## src/rtl/fir_poly_bank_mac_if.sv

```systemverilog
// rtl/fir_poly_bank_mac_if.sv - sample, coefficient and result signals of one polyphase FIR bank
interface fir_poly_bank_mac_if #(
    parameter int INPUT_WIDTH  = 12,
    parameter int TAP_WIDTH    = 16,
    parameter int BANK_LEN     = 6,
    parameter int OUTPUT_WIDTH = 35
);
    localparam int ADDR_W = $clog2(BANK_LEN);

    logic signed [INPUT_WIDTH-1:0]  din;
    logic                           din_valid;
    logic                           din_ready;
    logic                           coef_we;
    logic [ADDR_W-1:0]              coef_addr;
    logic signed [TAP_WIDTH-1:0]    coef_data;
    logic signed [OUTPUT_WIDTH-1:0] dout;
    logic                           dout_valid;
    logic                           sat;
    logic                           overrun;

    modport master (
        output din, din_valid, coef_we, coef_addr, coef_data,
        input  din_ready, dout, dout_valid, sat, overrun
    );

    modport slave (
        input  din, din_valid, coef_we, coef_addr, coef_data,
        output din_ready, dout, dout_valid, sat, overrun
    );
endinterface

```

## src/rtl/fir_poly_bank_mac.sv

```systemverilog
// rtl/fir_poly_bank_mac.sv - polyphase FIR branch: sample history, coefficient store, sequential MAC
module fir_poly_bank_mac #(
    parameter int INPUT_WIDTH  = 12,
    parameter int TAP_WIDTH    = 16,
    parameter int BANK_LEN     = 6,
    parameter int OUTPUT_WIDTH = 35,
    parameter int SHIFT        = 0
) (
    input  logic                   clk,
    input  logic                   rst_n,
    input  logic                   flush_i,
    fir_poly_bank_mac_if.slave     bank_if
);
    localparam int ACC_WIDTH = INPUT_WIDTH + TAP_WIDTH + $clog2(BANK_LEN);
    localparam int IDX_W     = $clog2(BANK_LEN);
    localparam int PROD_W    = INPUT_WIDTH + TAP_WIDTH;
    localparam int RND_W     = ACC_WIDTH + 1;
    localparam int EXT_W     = ((RND_W > OUTPUT_WIDTH) ? RND_W : OUTPUT_WIDTH) + 1;

    // One extra bit so the rounding bias can never wrap the accumulator
    localparam logic signed [RND_W-1:0] RND_BIAS =
        (SHIFT > 0) ? (RND_W'(1) <<< ((SHIFT > 0) ? SHIFT - 1 : 0)) : '0;
    localparam logic signed [EXT_W-1:0] OUT_MAX = (EXT_W'(1) <<< (OUTPUT_WIDTH - 1)) - EXT_W'(1);
    localparam logic signed [EXT_W-1:0] OUT_MIN = -(EXT_W'(1) <<< (OUTPUT_WIDTH - 1));

    typedef enum logic [1:0] {S_IDLE, S_MAC, S_OUT} state_t;

    state_t                         state_q;
    logic                           ready_q;
    logic [IDX_W-1:0]               idx_q;
    logic signed [ACC_WIDTH-1:0]    acc_q;
    logic signed [INPUT_WIDTH-1:0]  hist_q [BANK_LEN];
    logic signed [TAP_WIDTH-1:0]    coef_q [BANK_LEN];
    logic signed [OUTPUT_WIDTH-1:0] dout_q;
    logic                           dout_valid_q;
    logic                           sat_q;
    logic                           overrun_q;

    logic signed [PROD_W-1:0]       prod;
    logic signed [ACC_WIDTH-1:0]    acc_d;
    logic signed [RND_W-1:0]        rnd;
    logic signed [EXT_W-1:0]        rnd_ext;
    logic signed [OUTPUT_WIDTH-1:0] dout_d;
    logic                           sat_d;

    always_comb begin
        prod    = PROD_W'(coef_q[idx_q]) * PROD_W'(hist_q[idx_q]);
        acc_d   = acc_q + ACC_WIDTH'(prod);
        rnd     = (RND_W'(acc_q) + RND_BIAS) >>> SHIFT;
        rnd_ext = EXT_W'(rnd);
        sat_d   = 1'b0;
        dout_d  = rnd_ext[OUTPUT_WIDTH-1:0];
        if (rnd_ext > OUT_MAX) begin
            dout_d = OUT_MAX[OUTPUT_WIDTH-1:0];
            sat_d  = 1'b1;
        end else if (rnd_ext < OUT_MIN) begin
            dout_d = OUT_MIN[OUTPUT_WIDTH-1:0];
            sat_d  = 1'b1;
        end
    end

    always_ff @(posedge clk) begin
        if (!rst_n) begin
            state_q      <= S_IDLE;
            ready_q      <= 1'b1;
            idx_q        <= '0;
            acc_q        <= '0;
            dout_q       <= '0;
            dout_valid_q <= 1'b0;
            sat_q        <= 1'b0;
            overrun_q    <= 1'b0;
            for (int k = 0; k < BANK_LEN; k++) begin
                hist_q[k] <= '0;
                coef_q[k] <= '0;
            end
        end else if (flush_i) begin
            // Coefficients, dout, sat and overrun survive a flush
            state_q      <= S_IDLE;
            ready_q      <= 1'b1;
            idx_q        <= '0;
            acc_q        <= '0;
            dout_valid_q <= 1'b0;
            for (int k = 0; k < BANK_LEN; k++) begin
                hist_q[k] <= '0;
            end
        end else begin
            dout_valid_q <= 1'b0;
            if (bank_if.coef_we && (32'(bank_if.coef_addr) < 32'(BANK_LEN))) begin
                coef_q[bank_if.coef_addr] <= bank_if.coef_data;
            end
            if (bank_if.din_valid && !ready_q) begin
                overrun_q <= 1'b1;
            end
            case (state_q)
                S_IDLE: begin
                    if (bank_if.din_valid) begin
                        hist_q[0] <= bank_if.din;
                        for (int k = 1; k < BANK_LEN; k++) begin
                            hist_q[k] <= hist_q[k-1];
                        end
                        acc_q   <= '0;
                        idx_q   <= '0;
                        ready_q <= 1'b0;
                        state_q <= S_MAC;
                    end
                end
                S_MAC: begin
                    acc_q <= acc_d;
                    if (idx_q == IDX_W'(BANK_LEN - 1)) begin
                        state_q <= S_OUT;
                    end else begin
                        idx_q <= idx_q + 1'b1;
                    end
                end
                S_OUT: begin
                    dout_q       <= dout_d;
                    sat_q        <= sat_d;
                    dout_valid_q <= 1'b1;
                    ready_q      <= 1'b1;
                    state_q      <= S_IDLE;
                end
                default: begin
                    ready_q <= 1'b1;
                    state_q <= S_IDLE;
                end
            endcase
        end
    end

    assign bank_if.din_ready  = ready_q;
    assign bank_if.dout       = dout_q;
    assign bank_if.dout_valid = dout_valid_q;
    assign bank_if.sat        = sat_q;
    assign bank_if.overrun    = overrun_q;
endmodule

```

## src/flat_wrapper.sv

```systemverilog
// flat-port wrapper written by rule: the top's interface ports become plain ports
module fir_poly_bank_mac_flat 
#(
    parameter int INPUT_WIDTH  = 12,
    parameter int TAP_WIDTH    = 16,
    parameter int BANK_LEN     = 6,
    parameter int OUTPUT_WIDTH = 35,
    parameter int SHIFT        = 0
)
  (clk, rst_n, flush_i, bank_if_din, bank_if_din_valid, bank_if_coef_we, bank_if_coef_addr, bank_if_coef_data, bank_if_din_ready, bank_if_dout, bank_if_dout_valid, bank_if_sat, bank_if_overrun);
  fir_poly_bank_mac_if #(.INPUT_WIDTH(INPUT_WIDTH), .TAP_WIDTH(TAP_WIDTH), .BANK_LEN(BANK_LEN), .OUTPUT_WIDTH(OUTPUT_WIDTH)) bank_if_i ();
  input  logic clk;
  input  logic rst_n;
  input  logic flush_i;
  input wire logic [$bits(bank_if_i.din)-1:0] bank_if_din;
  input wire logic [$bits(bank_if_i.din_valid)-1:0] bank_if_din_valid;
  input wire logic [$bits(bank_if_i.coef_we)-1:0] bank_if_coef_we;
  input wire logic [$bits(bank_if_i.coef_addr)-1:0] bank_if_coef_addr;
  input wire logic [$bits(bank_if_i.coef_data)-1:0] bank_if_coef_data;
  output wire logic [$bits(bank_if_i.din_ready)-1:0] bank_if_din_ready;
  output wire logic [$bits(bank_if_i.dout)-1:0] bank_if_dout;
  output wire logic [$bits(bank_if_i.dout_valid)-1:0] bank_if_dout_valid;
  output wire logic [$bits(bank_if_i.sat)-1:0] bank_if_sat;
  output wire logic [$bits(bank_if_i.overrun)-1:0] bank_if_overrun;
  assign bank_if_i.din = bank_if_din;
  assign bank_if_i.din_valid = bank_if_din_valid;
  assign bank_if_i.coef_we = bank_if_coef_we;
  assign bank_if_i.coef_addr = bank_if_coef_addr;
  assign bank_if_i.coef_data = bank_if_coef_data;
  assign bank_if_din_ready = bank_if_i.din_ready;
  assign bank_if_dout = bank_if_i.dout;
  assign bank_if_dout_valid = bank_if_i.dout_valid;
  assign bank_if_sat = bank_if_i.sat;
  assign bank_if_overrun = bank_if_i.overrun;
  fir_poly_bank_mac #(.INPUT_WIDTH(INPUT_WIDTH), .TAP_WIDTH(TAP_WIDTH), .BANK_LEN(BANK_LEN), .OUTPUT_WIDTH(OUTPUT_WIDTH), .SHIFT(SHIFT)) u_core (.clk(clk), .rst_n(rst_n), .flush_i(flush_i), .bank_if(bank_if_i));
endmodule
```

## config.mk

```make
export PLATFORM = sky130hd
export DESIGN_NAME = fir_poly_bank_mac_flat
export DESIGN_NICKNAME = d
export VERILOG_FILES = /design/src/rtl/fir_poly_bank_mac_if.sv /design/src/rtl/fir_poly_bank_mac.sv /design/src/flat_wrapper.sv
export SDC_FILE = /design/constraint.sdc
export NUM_CORES = 1
export LEC_CHECK = 0
export ABC_AREA = 0
export CAP_MARGIN = 25
export CELL_PAD_IN_SITES_DETAIL_PLACEMENT = 0
export CELL_PAD_IN_SITES_GLOBAL_PLACEMENT = 1
export CORE_MARGIN = 5
export CORE_UTILIZATION = 49
export CTS_CLUSTER_SIZE = 24
export DETAILED_ROUTE_END_ITERATION = 7
export PLACE_DENSITY = 0.76
export REMOVE_ABC_BUFFERS = 1
export SLEW_MARGIN = 20
export SYNTH_ARGS = -nofsm -noshare
export SYNTH_HDL_FRONTEND = slang
export SYNTH_SLANG_ARGS = --single-unit
```

## constraint.sdc

```tcl
create_clock -name clk -period 9.19 [get_ports clk]
set_clock_uncertainty 0.15 [all_clocks]
set_input_delay 0.919 -clock clk [delete_from_list [all_inputs] [get_ports clk]]
set_output_delay 0.919 -clock clk [all_outputs]
set_load 0.005 [all_outputs]
```

## Word-level counts from Yosys, hierarchy flattened

Memory sizes are Yosys's and may differ from the RTL's. A register that Yosys moved wholly into a read port is not among the register bits.
Cells that the tools add are included.

| word-level totals | value |
|---|---|
| register bits after elaboration | 75 |
| output and inout bits | 39 |
| RAM bits | 168 |
| memories | 2 |

| cells by class | value |
|---|---|
| $lt $le $gt $ge | 3 |
| reductions and logical operators | 13 |
| multiplexer cells | 47 |
| bitwise gates (word level) | 15 |
| equal/unequal tests | 6 |
| $mul | 1 |
| add/sub/neg operators | 2 |

Memories:

| memory | words | width | rd ports | clocked after Yosys merged registers in | wr ports | line | text |
|---|---|---|---|---|---|---|---|
| u_core.coef_q | 6 | 16 | 1 | 1 | 6 | fir_poly_bank_mac.sv:33 | `logic signed [TAP_WIDTH-1:0] coef_q [BANK_LEN];` |
| u_core.hist_q | 6 | 12 | 6 | 1 | 6 | fir_poly_bank_mac.sv:32 | `logic signed [INPUT_WIDTH-1:0] hist_q [BANK_LEN];` |

Operators by type and width:

| operator | count |
|---|---|
| 2-to-1 mux 12 bit | 12 |
| 2-to-1 mux 35 bit | 2 |
| case mux 31 bit (2 select lines) | 1 |
| greater-than comparator 31 x 35 -> 1 bit (second input constant) | 1 |
| < comparator 31 x 35 -> 1 bit (second input constant) | 1 |
| adder 31 x 28 -> 31 bit | 1 |
| 2-to-1 mux 31 bit | 1 |
| multiplier 16 x 12 -> 28 bit | 1 |
| 2-to-1 mux 3 bit | 7 |
| 2-to-1 mux 1 bit | 18 |
| 2-to-1 mux 16 bit | 1 |
| OR reduction 16 bit | 1 |
| OR 1 bit | 12 |
| AND reduction 2 bit | 5 |
| case mux 3 bit (2 select lines) | 1 |
| 2-to-1 mux 2 bit | 2 |
| != test 2 bit (second input constant) | 2 |
| case mux 2 bit (2 select lines) | 1 |
| adder 3 x 1 -> 3 bit (second input constant) | 1 |
| == test 3 bit (second input constant) | 1 |
| < comparator 3 bit (second input constant) | 1 |
| inverter 1 bit | 3 |
| AND reduction 3 bit | 1 |
| == test 2 x 1 -> 1 bit (second input constant) | 1 |
| other kinds (8) | 9 |

## Longest topological paths before layout

| depth | value |
|---|---|
| depth after elaboration | 8 |
| mapped depth | 28 |
| gate-level depth less buffers | 24 |

## Worst setup path before layout

No wires, ideal clock.

| timing path | value |
|---|---|
| path type | register to register |
| start point | register with a tool-made name |
| end point | register u_core.acc_q[24] |
| cell stages (with the launch flop) | 23 |
| arrival time | 6503 ps |
| path buffers | 2 |
| clock period less this slack | 6771 ps |
| slack | 2419 ps |
| cells stage by stage | dfxtp_1 buf_4 buf_4 mux4_2 mux2_2 and2_1 fa_1 inv_1 fa_1 inv_1 fa_1 fa_1 fa_1 fa_1 ha_1 nand3_1 nor2_2 o221ai_2 a21oi_2 o21ai_2 a311o_1 a21o_1 a32o_1 |

RTL lines:

| element | line | text |
|---|---|---|
| end signal, assigned | fir_poly_bank_mac.sv:67 | `acc_q <= '0;` |
| end signal, assigned | fir_poly_bank_mac.sv:81 | `acc_q <= '0;` |
| end signal, assigned | fir_poly_bank_mac.sv:101 | `acc_q <= '0;` |
| end, declared | fir_poly_bank_mac.sv:31 | `logic signed [ACC_WIDTH-1:0] acc_q;` |

==> metrics <==
status=complete, no violations; gr usage total=0.197; Layout area overhead=11.8%; #FFs+latches synth=274; # DRC=0; Worst-Margin Slew=1.01 ns; # clock sinks=274; CP Cell Sequence=buf_4 -> mux4_2 -> mux2i_2 -> nand2b_1 -> fa_1 -> fa_1 -> inv_1 -> fa_1 -> fa_1 -> fa_1 -> fa_1 -> ha_1 -> nand3_1 -> nor2_2 -> o221ai_2 -> a21oi_1 -> o21ai_0 -> o21ai_0 -> mux2i_1 -> nand2_1; Min Hold Slack=0.309 ns; Syn. warnings=0; Core Footprint=39500 µm²; Iter 0 DRT Violations=742; setup TNS=0 ns; clk buf depth=3; layout cell share with drive strength beyond 1=0.0833; critical path type=reg2reg; final setup vio count=0; Slowest-stage cell, CP=dfxtp_4; Max VDD drop=0.183 mV; Chip Height=209 µm; Initial Util=0.493; routability congestion estimate=0.915; pre-CTS setup slack=1.53 ns; Vias/cell=5.14; htree depth=1; clock latency on the worst-skew pair=0.57 ns; first-pass GRT wire length=69.7 mm; Total Routed Length=41.7 mm; postcts setup bufs=0; CP dominant cell by count=fa_1; total CTS buffers=29; Final #Nets=2164; pwr/cell area=190 nW/µm²; endpoints failing hold=0; slowest stage delay, CP=0.61 ns; max-slew violations=0; Die ar.=43800 µm²; vias in the first global route=12.9k; synthesized cell area=19400 µm²; largest net degree at the start of global routing=73; dpl hpwl=32.2 mm; hold_buf cts=0; fin worst setup slack=1.58 ns; # Max-Cap Violations=0; Layout fillers=3476; final period utilization=0.828; vias post-DR=12.2k; Period minus WS final=7.61 ns; 1st-pass router iterations=5; RSZ-0062 raised after global routing=false; CTS tree=built; # rows=73; Levels on crit path=20; Post-DRT Antenna Nets=0; Slew Limit Headroom=0.329; Area after DPL=20900 µm²; Crit. End Element=register; Top FF cell, synth=edfxtp_1; Die X=209 µm; cell depth of the worst hold path=2; Worst Path Required=9.49 ns; Register-to-Register Path Depth=20; CP max FO=20; Netlist cell types=67; EDFF count, synth=200; Fmax=0.131 GHz; Root Driver=clkbuf_16; antenna cells=0; initial antenna violation count=0; CP top delay family=adder cells; sequential element share of the synthesized area=0.385; ys async rst share=0; PortBufs=73; clk slew on worst S/H paths=0.06 ns; drt wl/cell=17.6 µm; Critical Path Start Type=register; Syn Inst Count=1730; leak pwr=0.00904 µW; CP arrival=7.91 ns; IO Pins=75; worst hold path type=reg2reg; Worst Path Buf+Inv=2; global route total overflow=0; syn avg cell area=11.2 µm²; post-CTS sizing=0; final instance area=21700 µm²
## worst register-to-register path: cells and delay by family (launching register included)
kind	cells	cell delay (ns)
simple gates	4	0.52
compound gates	4	0.97
fa+ha+maj	7	3.55
buf+inv	2	0.42
flops	1	0.61
mux	3	1.29
## cells in the final DEF, fill, tap and decap left out, types with 15 or more instances in the layout
| cell | Yosys | layout |
|---|---|---|
| ha_1 | 83 | 83 |
| fa_1 | 219 | 219 |
| o21ai_0 | 24 | 22 |
| and2_1 | 97 | 97 |
| clkdlybuf4s50_1 | 0 | 73 |
| nand2_1 | 203 | 203 |
| mux4_2 | 44 | 44 |
| edfxtp_1 | 200 | 200 |
| dfxtp_1 | 74 | 71 |
| a21boi_0 | 33 | 33 |
| xnor2_1 | 18 | 18 |
| mux2_2 | 15 | 15 |
| conb_1 | 1 | 33 |
| nor2_1 | 196 | 195 |
| a21oi_1 | 31 | 31 |
| clkbuf_16 | 0 | 29 |
| mux2i_1 | 26 | 26 |
| inv_1 | 254 | 254 |
| buf_4 | 10 | 30 |
## area by class of cell
type	instances	area [µm²]	area share
multi-input cells	1164	10800	0.498
well taps	525	657	0.0302
flip-flops and latches	274	7490	0.345
inverters	254	953	0.0438
clock buffers	35	748	0.0344
repair buffers	103	956	0.0440
clock inverters	18	111	0.00512
## layer usage
metal | wire length, µm | GRT usage | share of wire
met1 | 19500 | 0.284 | 0.47
met2 | 19700 | 0.322 | 0.47
met3 | 1640 | 0.0248 | 0.039
met4 | 844 | 0.0457 | 0.020
met5 | 0 | 0 | 0
## registers in the layout, indices dropped and copies added (netlist names), named ones only
name / cells
u_core.coef_q: 128
u_core.hist_q: 72
u_core.bank_if.dout: 32
u_core.acc_q: 31
u_core.idx_q: 3
u_core.state_q: 2
u_core.bank_if.din_ready: 1
u_core.bank_if.dout_valid: 1
u_core.bank_if.overrun: 1
## Yosys cell counts, types with 18 or more instances
library cell  instances  area (µm²)
nand2_1             203         762
mux4_2               44         991
mux2i_1              26         260
ha_1                 83        1040
o21ai_0              24         120
clkbuf_1             43         161
fa_1                219        4380
dfxtp_1              74        1480
a21boi_0             33         248
xnor2_1              18         158
and2_1               97         607
a21oi_1              31         155
edfxtp_1            200        6010
nor2_1              196         736
inv_1               254         953
## report_power, final
| group | internal, µW | switching, µW |
|---|---|---|
| combinational | 687 | 960 |
| clock | 602 | 474 |
| sequential | 1390 | 27.8 |
## worst paths after layout
path | slack (ns) | from | end
worst max-delay path | 1.58 | register | u_core.acc_q[30]$_SDFFE_PP0P_
worst min-delay path | 0.31 | u_core.bank_if.dout[18]$_SDFFE_PN0P_ | u_core.bank_if.dout[18]$_SDFFE_PN0P_
worst max register to register | 1.58 | register | u_core.acc_q[30]$_SDFFE_PP0P_
worst min register to register | 0.31 | u_core.bank_if.dout[18]$_SDFFE_PN0P_ | u_core.bank_if.dout[18]$_SDFFE_PN0P_
## kinds of logic (layout without fill, tap and decap cells)
family | after synthesis | in the layout | share of synthesized area
AND/OR/NAND/NOR | 555 | 555 | 0.127
AO/OA/AOI/OAI | 163 | 163 | 0.0581
multiplexers | 86 | 86 | 0.0737
adder cells (fa/ha/maj) | 302 | 302 | 0.279
buffers and inverters | 324 | 410 | 0.0657
XOR/XNOR | 25 | 25 | 0.0113
other | 1 | 33 | 0.000193
flip-flops | 274 | 274 | 0.385
## per-stage QoR
| step | total power (µW) | instances | utilization |
|---|---|---|---|
| detailed placement | 3080 | 2320 | 0.529 |
| floorplan | 2710 | 1692 | - |
| global placement | 3070 | 2320 | 0.529 |
| finish | 4140 | 2373 | 0.551 |
| CTS | 4180 | 2373 | 0.551 |
| global route | 4490 | 2373 | 0.551 |
No activity file was read; power rests on OpenSTA's default activity.
